File: src/rtl/alu_op_sequencer.sv
// alu_op_sequencer
//   Front end for the ALU control decoder / datapath. Accepts one command per
//   handshake, drives the function select and operands into the ALU, and
//   captures the result and carry. Multi-bit shifts are built by iterating the
//   ALU's single-bit shift, feeding each result back as operand A.
// Ports
//   clk, rst_n                   : clock, async active-low reset
//   cmd_valid/ready, cmd_op/a/b/amt : command handshake and fields
//   fs, alu_a, alu_b             : ALU function select and operands
//   alu_result, alu_carry        : combinational ALU outputs
//   res_valid/ready, res_data/carry/err : result handshake and payload
module alu_op_sequencer #(
  parameter int WIDTH = 8,
  parameter int CNT_W = 3
) (
  input  logic             clk,
  input  logic             rst_n,
  input  logic             cmd_valid,
  output logic             cmd_ready,
  input  logic [2:0]       cmd_op,
  input  logic [WIDTH-1:0] cmd_a,
  input  logic [WIDTH-1:0] cmd_b,
  input  logic [CNT_W-1:0] cmd_amt,
  output logic [2:0]       fs,
  output logic [WIDTH-1:0] alu_a,
  output logic [WIDTH-1:0] alu_b,
  input  logic [WIDTH-1:0] alu_result,
  input  logic             alu_carry,
  output logic             res_valid,
  input  logic             res_ready,
  output logic [WIDTH-1:0] res_data,
  output logic             res_carry,
  output logic             res_err
);

  typedef enum logic [1:0] {IDLE, EXEC, SHIFT, DONE} state_t;

  localparam logic [2:0] OP_SRA = 3'b010;
  localparam logic [2:0] OP_SRL = 3'b011;
  localparam logic [2:0] OP_SLL = 3'b100;
  localparam logic [2:0] OP_ILL = 3'b111;

  state_t           state_q, state_d;
  logic [2:0]       op_q;
  logic [WIDTH-1:0] acc_q, b_q;
  logic [CNT_W-1:0] cnt_q;
  logic             carry_q, err_q;

  logic cmd_shift, cmd_ill, cmd_zero_shift, accept;

  assign cmd_shift      = (cmd_op == OP_SRA) || (cmd_op == OP_SRL) || (cmd_op == OP_SLL);
  assign cmd_ill        = (cmd_op == OP_ILL);
  assign cmd_zero_shift = cmd_shift && (cmd_amt == '0);
  assign accept         = (state_q == IDLE) && cmd_valid;

  // state register
  always_ff @(posedge clk or negedge rst_n) begin
    if (!rst_n) state_q <= IDLE;
    else        state_q <= state_d;
  end

  // next state
  always_comb begin
    state_d = state_q;
    unique case (state_q)
      IDLE: if (cmd_valid) begin
        if (cmd_ill || cmd_zero_shift) state_d = DONE;
        else if (cmd_shift)            state_d = SHIFT;
        else                           state_d = EXEC;
      end
      EXEC:  state_d = DONE;
      // cnt_q holds the remaining shift steps including the current one
      SHIFT: if (cnt_q == CNT_W'(1)) state_d = DONE;
      DONE:  if (res_ready) state_d = IDLE;
    endcase
  end

  // outputs
  always_comb begin
    cmd_ready = (state_q == IDLE);
    res_valid = (state_q == DONE);
    fs        = 3'b000;
    if (state_q == EXEC || state_q == SHIFT) fs = op_q;
  end

  assign alu_a     = acc_q;
  assign alu_b     = b_q;
  assign res_data  = acc_q;
  assign res_carry = carry_q;
  assign res_err   = err_q;

  // datapath registers; ALU output is only captured in EXEC/SHIFT
  always_ff @(posedge clk or negedge rst_n) begin
    if (!rst_n) begin
      op_q    <= '0;
      acc_q   <= '0;
      b_q     <= '0;
      cnt_q   <= '0;
      carry_q <= 1'b0;
      err_q   <= 1'b0;
    end else if (accept) begin
      op_q  <= cmd_op;
      b_q   <= cmd_b;
      cnt_q <= cmd_amt;
      err_q <= cmd_ill;
      acc_q <= cmd_ill ? '0 : cmd_a;
      if (cmd_ill || cmd_zero_shift) carry_q <= 1'b0;
    end else if (state_q == EXEC) begin
      acc_q   <= alu_result;
      carry_q <= alu_carry;
    end else if (state_q == SHIFT) begin
      acc_q   <= alu_result;
      carry_q <= alu_carry;
      cnt_q   <= cnt_q - CNT_W'(1);
    end
  end

endmodule

File: config.mk
export PLATFORM = sky130hd
export DESIGN_NAME = alu_op_sequencer
export DESIGN_NICKNAME = d
export VERILOG_FILES = /design/src/rtl/alu_op_sequencer.sv
export SDC_FILE = /design/constraint.sdc
export NUM_CORES = 1
export LEC_CHECK = 0
export CORE_ASPECT_RATIO = 1.4
export CORE_MARGIN = 10
export CORE_UTILIZATION = 36
export DETAILED_ROUTE_END_ITERATION = 8
export GPL_TIMING_DRIVEN = 1
export PLACE_DENSITY = 0.77
export SLEW_MARGIN = 25
export SYNTH_ARGS = -nofsm -noshare
export SYNTH_HDL_FRONTEND = slang
export SYNTH_SLANG_ARGS = --single-unit
File: constraint.sdc
create_clock -name clk -period 1.6 [get_ports clk]
set_clock_uncertainty 0.1 [all_clocks]
set_input_delay 0.24 -clock clk [delete_from_list [all_inputs] [get_ports clk]]
set_output_delay 0.24 -clock clk [all_outputs]
set_load 0.005 [all_outputs]
## Yosys cells after proc, flatten, opt, wreduce, memory -nomap -nowiden

Index checks and enable logic that the tools add are counted.

- Add/sub/neg operators: 1
- Equal/unequal tests: 13
- Mux-type cells: 18
- Reduce and logical (&&, ||, !) cells: 13

Operators with widths:

| cell | number |
|---|---|
| two-way mux 8 bit | 4 |
| two-way mux 3 bit | 4 |
| two-way mux 2 bit | 5 |
| one-hot mux 2 bit (4 select lines) | 1 |
| equality test 3 x 2 -> 1 bit (second input constant) | 2 |
| equality test 3 bit (second input constant) | 2 |
| != test 2 bit (second input constant) | 3 |
| equality test 2 bit (second input constant) | 2 |
| logical OR 1 bit | 4 |
| two-way mux 1 bit | 4 |
| != test 2 x 1 -> 1 bit (second input constant) | 2 |
| AND reduction 2 bit | 2 |
| equality test 3 x 1 -> 1 bit (second input constant) | 1 |
| zero test 3 bit | 1 |
| AND reduction 3 bit | 1 |
| nonzero test 3 bit | 1 |
| subtractor 3 x 1 -> 3 bit (second input constant) | 1 |
| equality test 2 x 1 -> 1 bit (second input constant) | 1 |
| logical AND 1 bit | 2 |
| zero test 2 bit | 1 |
| nonzero test 2 bit | 1 |

- Register bits after elaboration: 26
- Output and inout port bits: 31

## Depth between registers and ports, before layout

Gate-level depths: netlist of the first run.

- Depth after elaboration: 8
- Depth in mapped cells: 8

## Worst setup path after synthesis of the first run

OpenSTA, ideal clock, no wires.

- Path type: register -> register
- From: register state_q[0]
- To: register acc_q[5], in the netlist alu_a[5]
- Setup time: 0.127 ns
- Data arrival time: 1.430 ns
- Setup slack: -0.057 ns
- Stages on the path, launching flop included: 8
- Path buffers: 2
- Period minus slack after synthesis: 1.657 ns
- Cell sequence: dfrtp_1 > inv_1 > ha_1 > and2_1 > buf_6 > nor3_4 > buf_4 > o21ai_0

- Longest elaborated chain between the ends: 3

Ends and longest elaborated chain:

| what | RTL line | source |
|---|---|---|
| from (decl) | 43 | `state_t state_q, state_d;` |
| from (signal assigned) | 59 | `else state_q <= state_d;` |
| zero test 2 bit (*) | -- |  |
| net cmd_ready | 19 | `output logic cmd_ready,` |
| logical AND 1 bit (*) | 54 | `assign accept = (state_q == IDLE) && cmd_valid;` |
| nonzero test 3 bit (no line) / two-way mux 8 bit (equally long branches) | -- |  |
| to (signal assigned) | 106 | `acc_q <= cmd_ill ? '0 : cmd_a;` |
| to (signal assigned) | 109 | `acc_q <= alu_result;` |
| to (signal assigned) | 112 | `acc_q <= alu_result;` |
| to (decl) | 45 | `logic [WIDTH-1:0] acc_q, b_q;` |

The timed path passes the listed nets; every way through them passes the cells marked *.
A chain may end at the register's enable or synchronous reset.

## Worst setup path in the final report of the first run

- From: register state_q[0]
- To: output fs[2]

- Longest elaborated chain between the ends: 3

Ends and longest elaborated chain:

| what | RTL line | source |
|---|---|---|
| equality test 2 x 1 -> 1 bit / equality test 2 bit (equally long branches) | 83 | `if (state_q == EXEC \|\| state_q == SHIFT) fs = op_q;` |
| logical OR 1 bit (*) | 83 |  |
| two-way mux 3 bit (*) | 83 |  |
| to (decl) | 24 | `output logic [2:0] fs,` |

Mark *: on every way between the ends. The rest lies on a longest branch, timed or not.

==> implementation parameters, run 1 <==
Parameter                              Value

Outcome
  Status    completed

Finish
  Final cell area excluding filler cells    ~2400 um2
  Fraction of final layout cells with drive strength greater than 1    between 20% and 30%
  Number of standard cells in the layout, taps in and fillers out    274
  Fillcell total    300
  Sequential cell area in the final layout    around 650 um2
  Total area of multi-input combinational cells    between 600 and 700 um2
  Layout area overhead    71.4%
  Diode insertion count for antenna repair    0
  Net count reported at finish    between 200 and 300
  Core Util, Final    between 60% and 70%

CTS
  Clock-pin slew on the worst setup and hold paths    0.10 ns
  Clock root buffer    clkbuf_8
  Clock sink count    26
  H-Tree Level Count    1
  CTS tree    done
  Inserted Clock Buffers    3
  Post-CTS Hold Fix Bufs    0
  Source-to-sink clock delay at the later pin of the worst-skew pair    between 0.2 and 0.3 ns
  CTS max path bufs    2

Pwr
  Maximum vdd ir drop    1190 uV
  Switching power summed over all nets    roughly 1.6 mW
  Fraction of power consumed by combinational cells    roughly 60%
  Leakage component of the power    approximately 1.1 nW
  Power Internal    about 3.0 mW
  Switching share of power    between 30% and 40%
  Overall power    roughly 4.5 mW
  Sequential power share    approximately a quarter
  Power density cells    1920 nW/um2
  Clock share of power    between 10% and 20%

Placed design
  Final Wtd Congestion    0.816
  Number of buffers inserted by port buffering    65
  Detail Placement HPWL    roughly 3200 um
  Total cell area at the placement stage    ~2200 um2
  Inst Count DP    around 270

STA
  Total count of hold-check failures in the final report    0
  Transition time at the pin with the least slew margin    between 0.3 and 0.4 ns
  Unrepaired setup endpoints after global routing    yes
  Tcrit/Tclk final    100%
  Final setup viols    0
  Highest Clock Rate    ~0.63 GHz
  Worst slew slack as a fraction of its limit    77.3%
  Count of final max-slew check failures    0
  Final worst path period need    ~1.6 ns

Global routing
  Global-route wire length before repair    6810 um
  Global-route met3 utilization    between 3 and 4%
  Met1 Usage GRT    12.9%
  Global routing's busiest layer    met2
  Vias in the first global route    ~1400
  Maximum number of pins on one net before global-route repair    27
  Initial antenna violation count    0
  Total Routing Usage GR    between 10% and 20%
  Leftover overflow at the end of global routing    0
  Met2 track demand over resource    approximately 22%

Die
  DIE AREA    approximately 6700 um2
  Standard cell core area    3680 um2
  Height of the chip    around 93 um
  Count of boundary I/O pins    between 60 and 70
  Starting Density    around 37%
  Die width    72.2 um
  Standard-cell rows    26

Setup path
  CP max FO    4
  Kind of start point of the critical path    flop
  Worst path max stage delay    approximately 0.4 ns
  CP cell instances    inv_2, ha_4, and2_4, buf_6
  Path type of the worst setup path    reg2out
  Arrival @ worst endpoint    between 1 and 1.5 ns
  Critical path data required time    roughly 1.3 ns
  Critical path endpoint category    output pin
  Critical-path cell with the highest stage delay    dfrtp_1
  Worst path buffer plus inverter count    2
  Gate family responsible for the most delay along the worst path    flip-flops

Synth
  Top-area cell type share of the netlist area    a little under half
  Main flop type after synthesis    dfrtp_1
  Count of flip-flops with a built-in enable after synthesis    0
  Largest cells by area after synthesis    dfrtp_1, nand2_1, ha_1
  Fraction of registers with async set or reset after synthesis    100%
  Dominant cell by count in the synthesized netlist    nand2_1
  Sequential area share after synthesis    between 40% and 50%
  Combined area of all synthesized cells    roughly 1400 um2
  Flops & latches, synth    26
  Top cell type by total area after synthesis    dfrtp_1
  Number of warning messages in the yosys log    0
  Post-synth cell types    30
  Syn avg cell area    roughly 9.1 um2
  Most common library cells after synthesis    nand2_1, dfrtp_1, o21ai_0
  Synthesized netlist net count    193
  Syn Inst Count    around 150

Detailed routing
  Routed wirelength normalized by instance count    15.2 um
  Iteration-0 DRC Markers    56
  Drt total wl    4160 um
  Via count    between 1000 and 1500
  Post-DRT Antenna Nets    0
  Detailed-route vias per instance    roughly 4.8
  Count of unresolved DRC violations after routing    0
  Initial DRT Pass Iterations    4

Hold path
  Path type of the worst min-delay path    in2async

Run
  Number of violations of the max-capacitance limit    0
## path summary, 6_finish.rpt
check                      depth (start not counted)  slack [ns]  startpoint    endpoint
min reg2reg                                        2        0.38    alu_b[5]    alu_b[5]
max reg2reg                                        8        0.03  state_q[0]    alu_a[2]
max                                                4      0.0005  state_q[0]       fs[2]
min                                                2        0.22       rst_n  state_q[1]
max in group asynchronous                          2        0.92       rst_n    alu_b[3]
min in group clk                                   2        0.38    alu_b[5]    alu_b[5]
## cell type report
class	count	share of cell area (%)
repair buffers	90	37.4
multi-input cells	103	28.3
flip-flops and latches	26	27.6
well taps	42	2.23
clock buffers	3	1.75
inverters	9	1.43
clock inverters	1	1.28
## cells by family after synthesis
kind of cell	count (synthesis)	share of synthesized area [%]
buf+inv	22	9.11
simple gates	60	19.1
fa+ha+maj	7	6.37
flops	26	47.4
mux	2	1.64
xor+xnor	1	0.638
compound gates	33	15.8
## registers in the layout, indices dropped and copies added, names as in the netlist
register	count
alu_a	8
alu_b	8
cnt_q	3
op_q	3
res_carry	1
res_err	1
state_q	2
## per-stage QoR
step                      hold WS (ns)  setup TNS, ns  setup WS, ns
after floorplan                 -0.156              0       0.00699
after global routing             0.241         -0.247       -0.0472
after CTS                        0.244       -0.00311      -0.00195
final                            0.217              0      0.000509
after detailed placement         0.359          -1.13        -0.168
after global placement           0.353         -0.558        -0.131
## cells in the final DEF (no fill, tap or decap), types with 3 or more instances in the layout
master	count
o21ai_2	5
nor2_1	7
and2_4	4
clkdlybuf4s50_1	58
nand2_1	39
inv_1	7
nand2_2	4
dfrtp_1	26
buf_4	19
ha_1	5
a22oi_1	8
a21oi_1	4
buf_6	7
o21ai_1	3
clkbuf_8	3
## power by group through the flow
stage / clock network, mW / logic (mW) / registers, mW
global route: 0.600 / 3.05 / 1.23
floorplan: 0 / 1.18 / 1.20
CTS: 0.567 / 2.69 / 1.19
detailed placement: 0 / 2.46 / 1.20
global placement: 0 / 2.42 / 1.18
finish: 0.556 / 2.78 / 1.19
## worst register-to-register path, cell delays in order, from the launching register on
cell     delay, ns
dfrtp_1       0.39
inv_2         0.08
buf_6         0.12
ha_4          0.16
buf_6         0.11
nor3_4        0.19
buf_6         0.14
buf_12        0.12
o21ai_1       0.07
## timing repair
item                                    in CTS  in global routing
pin swaps                                    1                  9
gates cloned                                 1                  0
gates resized for setup                     25                 25
endpoints found under the setup margin      15                 13
buffers inserted                             2                  1
## metal layers
layer,up-vias,share of wire [%]
li1,653,-
met1,602,38
met2,43,54
met3,5,7.4
met4,0,1.5
met5,-,0
Note: power is estimated with default switching activity, not from simulation.
==> run 2, diff against run 1 <==
- CORE_UTILIZATION: 36 -> 43
- PLACE_DENSITY: 0.77 -> 0.86
- SLEW_MARGIN: 25 -> 20
- clock period: 1.6 -> 2 ns (I/O delays scaled with it)
==> implementation parameters, run 2 (synthesized netlist as in run 1, its figures left out) <==
Parameter                              Value

Global routing
  Maximum number of pins on one net before global-route repair    27
  Total Routing Usage GR    roughly an eighth
  Global-route wire length before repair    around 6000 um
  Initial antenna violation count    0
  Global-route met3 utilization    under 10%
  Vias in the first global route    1251
  Met2 track demand over resource    between 20% and 30%
  Leftover overflow at the end of global routing    0
  Met1 Usage GRT    14.3%
  Global routing's busiest layer    met2

Detailed routing
  Drt total wl    3770 um
  Via count    1269
  Routed wirelength normalized by instance count    roughly 15 um
  Iteration-0 DRC Markers    50
  Post-DRT Antenna Nets    0
  Count of unresolved DRC violations after routing    0
  Detailed-route vias per instance    4.98
  Initial DRT Pass Iterations    4

Die
  Standard cell core area    3090 um2
  Starting Density    ~44%
  Standard-cell rows    24
  Height of the chip    about 87 um
  Die width    67.8 um
  Count of boundary I/O pins    between 60 and 70
  DIE AREA    around 5900 um2

Outcome
  Status    completed

CTS
  Inserted Clock Buffers    3
  CTS max path bufs    2
  Clock sink count    26
  Clock-pin slew on the worst setup and hold paths    approximately 0.09 ns
  CTS tree    done
  Source-to-sink clock delay at the later pin of the worst-skew pair    about 0.27 ns
  Post-CTS Hold Fix Bufs    0
  Clock root buffer    clkbuf_8
  H-Tree Level Count    1

Finish
  Leading cell types in the layout, fill and taps excluded    clkdlybuf4s50_1, nand2_1, dfrtp_1, o21ai_0
  Layout area overhead    55.9%
  Diode insertion count for antenna repair    0
  Fraction of final layout cells with drive strength greater than 1    a little under a tenth
  Commonest non-fill, non-tap cell in the layout    clkdlybuf4s50_1
  Net count reported at finish    approximately 260
  Final cell area excluding filler cells    2140 um2

STA
  Hold Slack    between 0.3 and 0.4 ns
  Transition time at the pin with the least slew margin    around 0.33 ns
  Highest Clock Rate    about 0.53 GHz
  Total count of hold-check failures in the final report    0
  Count of final max-slew check failures    0
  Final worst path period need    ~1.9 ns
  Final setup viols    0
  Setup TNS    0 ns
  Tcrit/Tclk final    about 95%
  Unrepaired setup endpoints after global routing    no
  Worst slew slack as a fraction of its limit    78.2%

Setup path
  Critical path endpoint category    output pin
  CP max FO    3
  Critical path data required time    1.60 ns
  Arrival @ worst endpoint    1.49 ns
  Path type of the worst setup path    reg2out
  Kind of start point of the critical path    flop

Placed design
  Number of buffers inserted by port buffering    65
  Final Wtd Congestion    about 0.74
  Detail Placement HPWL    roughly 3000 um
  Total cell area at the placement stage    ~2000 um2

Pwr
  Power density cells    ~1500 nW/um2
  Overall power    approximately 3.2 mW
  Leakage component of the power    around 0.97 nW
  Maximum vdd ir drop    between 700 and 800 uV

Hold path
  Path type of the worst min-delay path    in2async

Run
  Number of violations of the max-capacitance limit    0
## run 2: cell type report
cell class              count  area [um2]
fillers                   261         951
inverters                   9        33.8
well taps                  39        48.8
flip-flops and latches     26         651
multi-input cells         103         611
clock buffers               3        41.3
repair buffers             74         727
clock inverters             1        30.0
## run 2: where the power goes
part / internal, mW / leakage, nW / switching [mW]
Clock: 0.268 / 0.0357 / 0.167
Combinational: 1.04 / 0.620 / 0.758
Sequential: 0.788 / 0.317 / 0.147
Total: 2.10 / 0.974 / 1.07
## run 2: routing by layer
metal	wire, um	up-vias
met4	61	0
met5	0	-
met2	2040	43
met1	1400	594
li1	-	626
met3	265	6
## run 2: repair_timing
action / in CTS / in global routing
endpoints found under the hold margin: 0 / 0
gates resized for setup: 5 / 0
setup endpoints to repair: 4 / 0
buffers inserted: 2 / 0
## run 2: metrics by stage
step	cells	utilization [%]	setup WS [ns]
after floorplan	151	-	0.343
after global routing	255	69.3	0.0505
after detailed placement	249	66.2	0.103
final	255	69.3	0.109
after CTS	255	69.3	0.103
after global placement	249	66.2	0.127
## run 2: path summary, 6_finish.rpt
check	end	slack, ns	cells past startpoint	startpoint
max	res_valid	0.11	3	state_q[0]
min	alu_a[7]	0.30	2	rst_n
max reg2reg	state_q[1]	0.30	5	state_q[0]
min reg2reg	op_q[1]	0.38	2	op_q[1]
max in group asynchronous	alu_a[1]	1.25	2	rst_n
min in group clk	op_q[1]	0.38	2	op_q[1]
## run 2: worst max-delay path, stage by stage, from the launching register on
cell and delay [ns]:
dfrtp_1 0.40, buf_4 0.15, ha_1 0.22, clkdlybuf4s50_1 0.45
==> run 3, diff against run 2 <==
- SETUP_SLACK_MARGIN: default -> 0.1
==> implementation parameters, run 3 (synthesized netlist as in run 1, its figures left out) <==
Parameter                              Value

CTS
  H-Tree Level Count    1
  Source-to-sink clock delay at the later pin of the worst-skew pair    ~0.27 ns
  CTS max path bufs    2
  Post-CTS Hold Fix Bufs    0
  Clock root buffer    clkbuf_8
  Inserted Clock Buffers    3
  CTS tree    done
  Clock-pin slew on the worst setup and hold paths    0.09 ns
  Clock sink count    26

Detailed routing
  Initial DRT Pass Iterations    4
  Detailed-route vias per instance    roughly 5.0
  Post-DRT Antenna Nets    0
  Count of unresolved DRC violations after routing    0
  Drt total wl    3770 um
  Via count    between 1000 and 1500
  Routed wirelength normalized by instance count    approximately 15 um
  Iteration-0 DRC Markers    50

Die
  Count of boundary I/O pins    66
  Starting Density    44.4%
  Die width    between 60 and 70 um
  Standard-cell rows    24
  Height of the chip    86.9 um
  DIE AREA    ~6000 um2
  Standard cell core area    between 3000 and 4000 um2

Global routing
  Vias in the first global route    between 1000 and 1500
  Global-route wire length before repair    ~6000 um
  Total Routing Usage GR    about an eighth
  Leftover overflow at the end of global routing    0
  Maximum number of pins on one net before global-route repair    27
  Initial antenna violation count    0

Setup path
  Critical path data required time    between 1.5 and 2 ns
  CP max FO    4
  Path type of the worst setup path    reg2out
  Kind of start point of the critical path    flop
  Arrival @ worst endpoint    around 1.4 ns
  Critical path endpoint category    output pin

Placed design
  Number of buffers inserted by port buffering    65
  Detail Placement HPWL    around 3000 um
  Final Wtd Congestion    between 0.7 and 0.8

STA
  Hold Slack    0.301 ns
  Tcrit/Tclk final    between 90% and 100%
  Worst slew slack as a fraction of its limit    a little under 80%
  Final worst path period need    around 1.8 ns
  Transition time at the pin with the least slew margin    between 0.3 and 0.4 ns
  Final setup viols    0
  Highest Clock Rate    0.543 GHz
  Count of final max-slew check failures    0
  Setup TNS    0 ns
  Total count of hold-check failures in the final report    0
  Unrepaired setup endpoints after global routing    no

Finish
  Diode insertion count for antenna repair    0
  Leading cell types in the layout, fill and taps excluded    clkdlybuf4s50_1, nand2_1, dfrtp_1, o21ai_0
  Commonest non-fill, non-tap cell in the layout    clkdlybuf4s50_1
  Fraction of final layout cells with drive strength greater than 1    around 9.7%
  Layout area overhead    56.1%
  Net count reported at finish    259

Hold path
  Path type of the worst min-delay path    in2async

Outcome
  Status    completed

Run
  Number of violations of the max-capacitance limit    0

Pwr
  Power density cells    about 1500 nW/um2
  Leakage component of the power    0.985 nW
  Maximum vdd ir drop    ~800 uV
==> run 3: changes by cell type in the layout (fill, tap and decap cells not counted) <==
cell | before | now
clkdlybuf4s50_1 | 62 | 61
dlymetal6s2s_1 | 0 | 1
inv_1 | 8 | 7
inv_2 | 1 | 2
==> run 3: what timing repair did <==
item | in CTS | in global routing
endpoints found under the setup margin | 4 | 2
setup buffers | 2 | 0
resized for setup | 5 | 2
endpoints found under the hold margin | 0 | 0
==> run 3: routing by layer <==
metal	vias up	global-route usage [%]	part of all wire, %
li1	627	-	-
met1	594	14.3	37
met5	-	0	0
met2	43	22.6	54
met4	0	4.04	1.6
met3	6	2.19	7.0
==> run 3: final timing paths <==
path                       cells past startpoint         end  startpoint  slack [ns]
setup / recovery                               3   cmd_ready  state_q[0]        0.16
hold / removal                                 2    alu_a[7]       rst_n        0.30
setup reg to reg                               5  state_q[1]  state_q[0]        0.30
hold reg to reg                                2     op_q[1]     op_q[1]        0.38
max in group asynchronous                      2    alu_a[1]       rst_n        1.25
min in group clk                               2     op_q[1]     op_q[1]        0.38
==> run 3: power breakdown <==
part / leakage [nW] / internal, mW / switching, mW / total, mW
Combinational: 0.632 / 1.04 / 0.757 / 1.80
Clock: 0.0357 / 0.268 / 0.167 / 0.435
Sequential: 0.317 / 0.788 / 0.150 / 0.937
Total: 0.985 / 2.10 / 1.07 / 3.17
==> run 3: final cells by class <==
cell class              instances  area, um2
repair buffers                 74        729
clock buffers                   3       41.3
well taps                      39       48.8
fillers                       260        948
clock inverters                 1       30.0
multi-input cells             103        611
flip-flops and latches         26        651
inverters                       9       33.8
==> run 3: metrics by stage <==
step | setup slack [ns] | util, % | power, mW | std cells | instance area [um2]
finish | 0.158 | 69.3 | 3.17 | 255 | 2140
global route | 0.107 | 69.3 | 3.44 | 255 | 2140
CTS | 0.103 | 69.3 | 3.22 | 255 | 2140
detailed placement | 0.103 | 66.2 | 2.73 | 249 | 2050
global placement | 0.127 | 66.2 | 2.66 | 249 | 2050
floorplan | 0.343 | - | 1.86 | 151 | 1370
==> run 3: critical path, stage by stage (launching register included) <==
cell             delay [ns]
dfrtp_1                0.40
inv_2                  0.11
ha_4                   0.16
clkdlybuf4s50_1        0.50
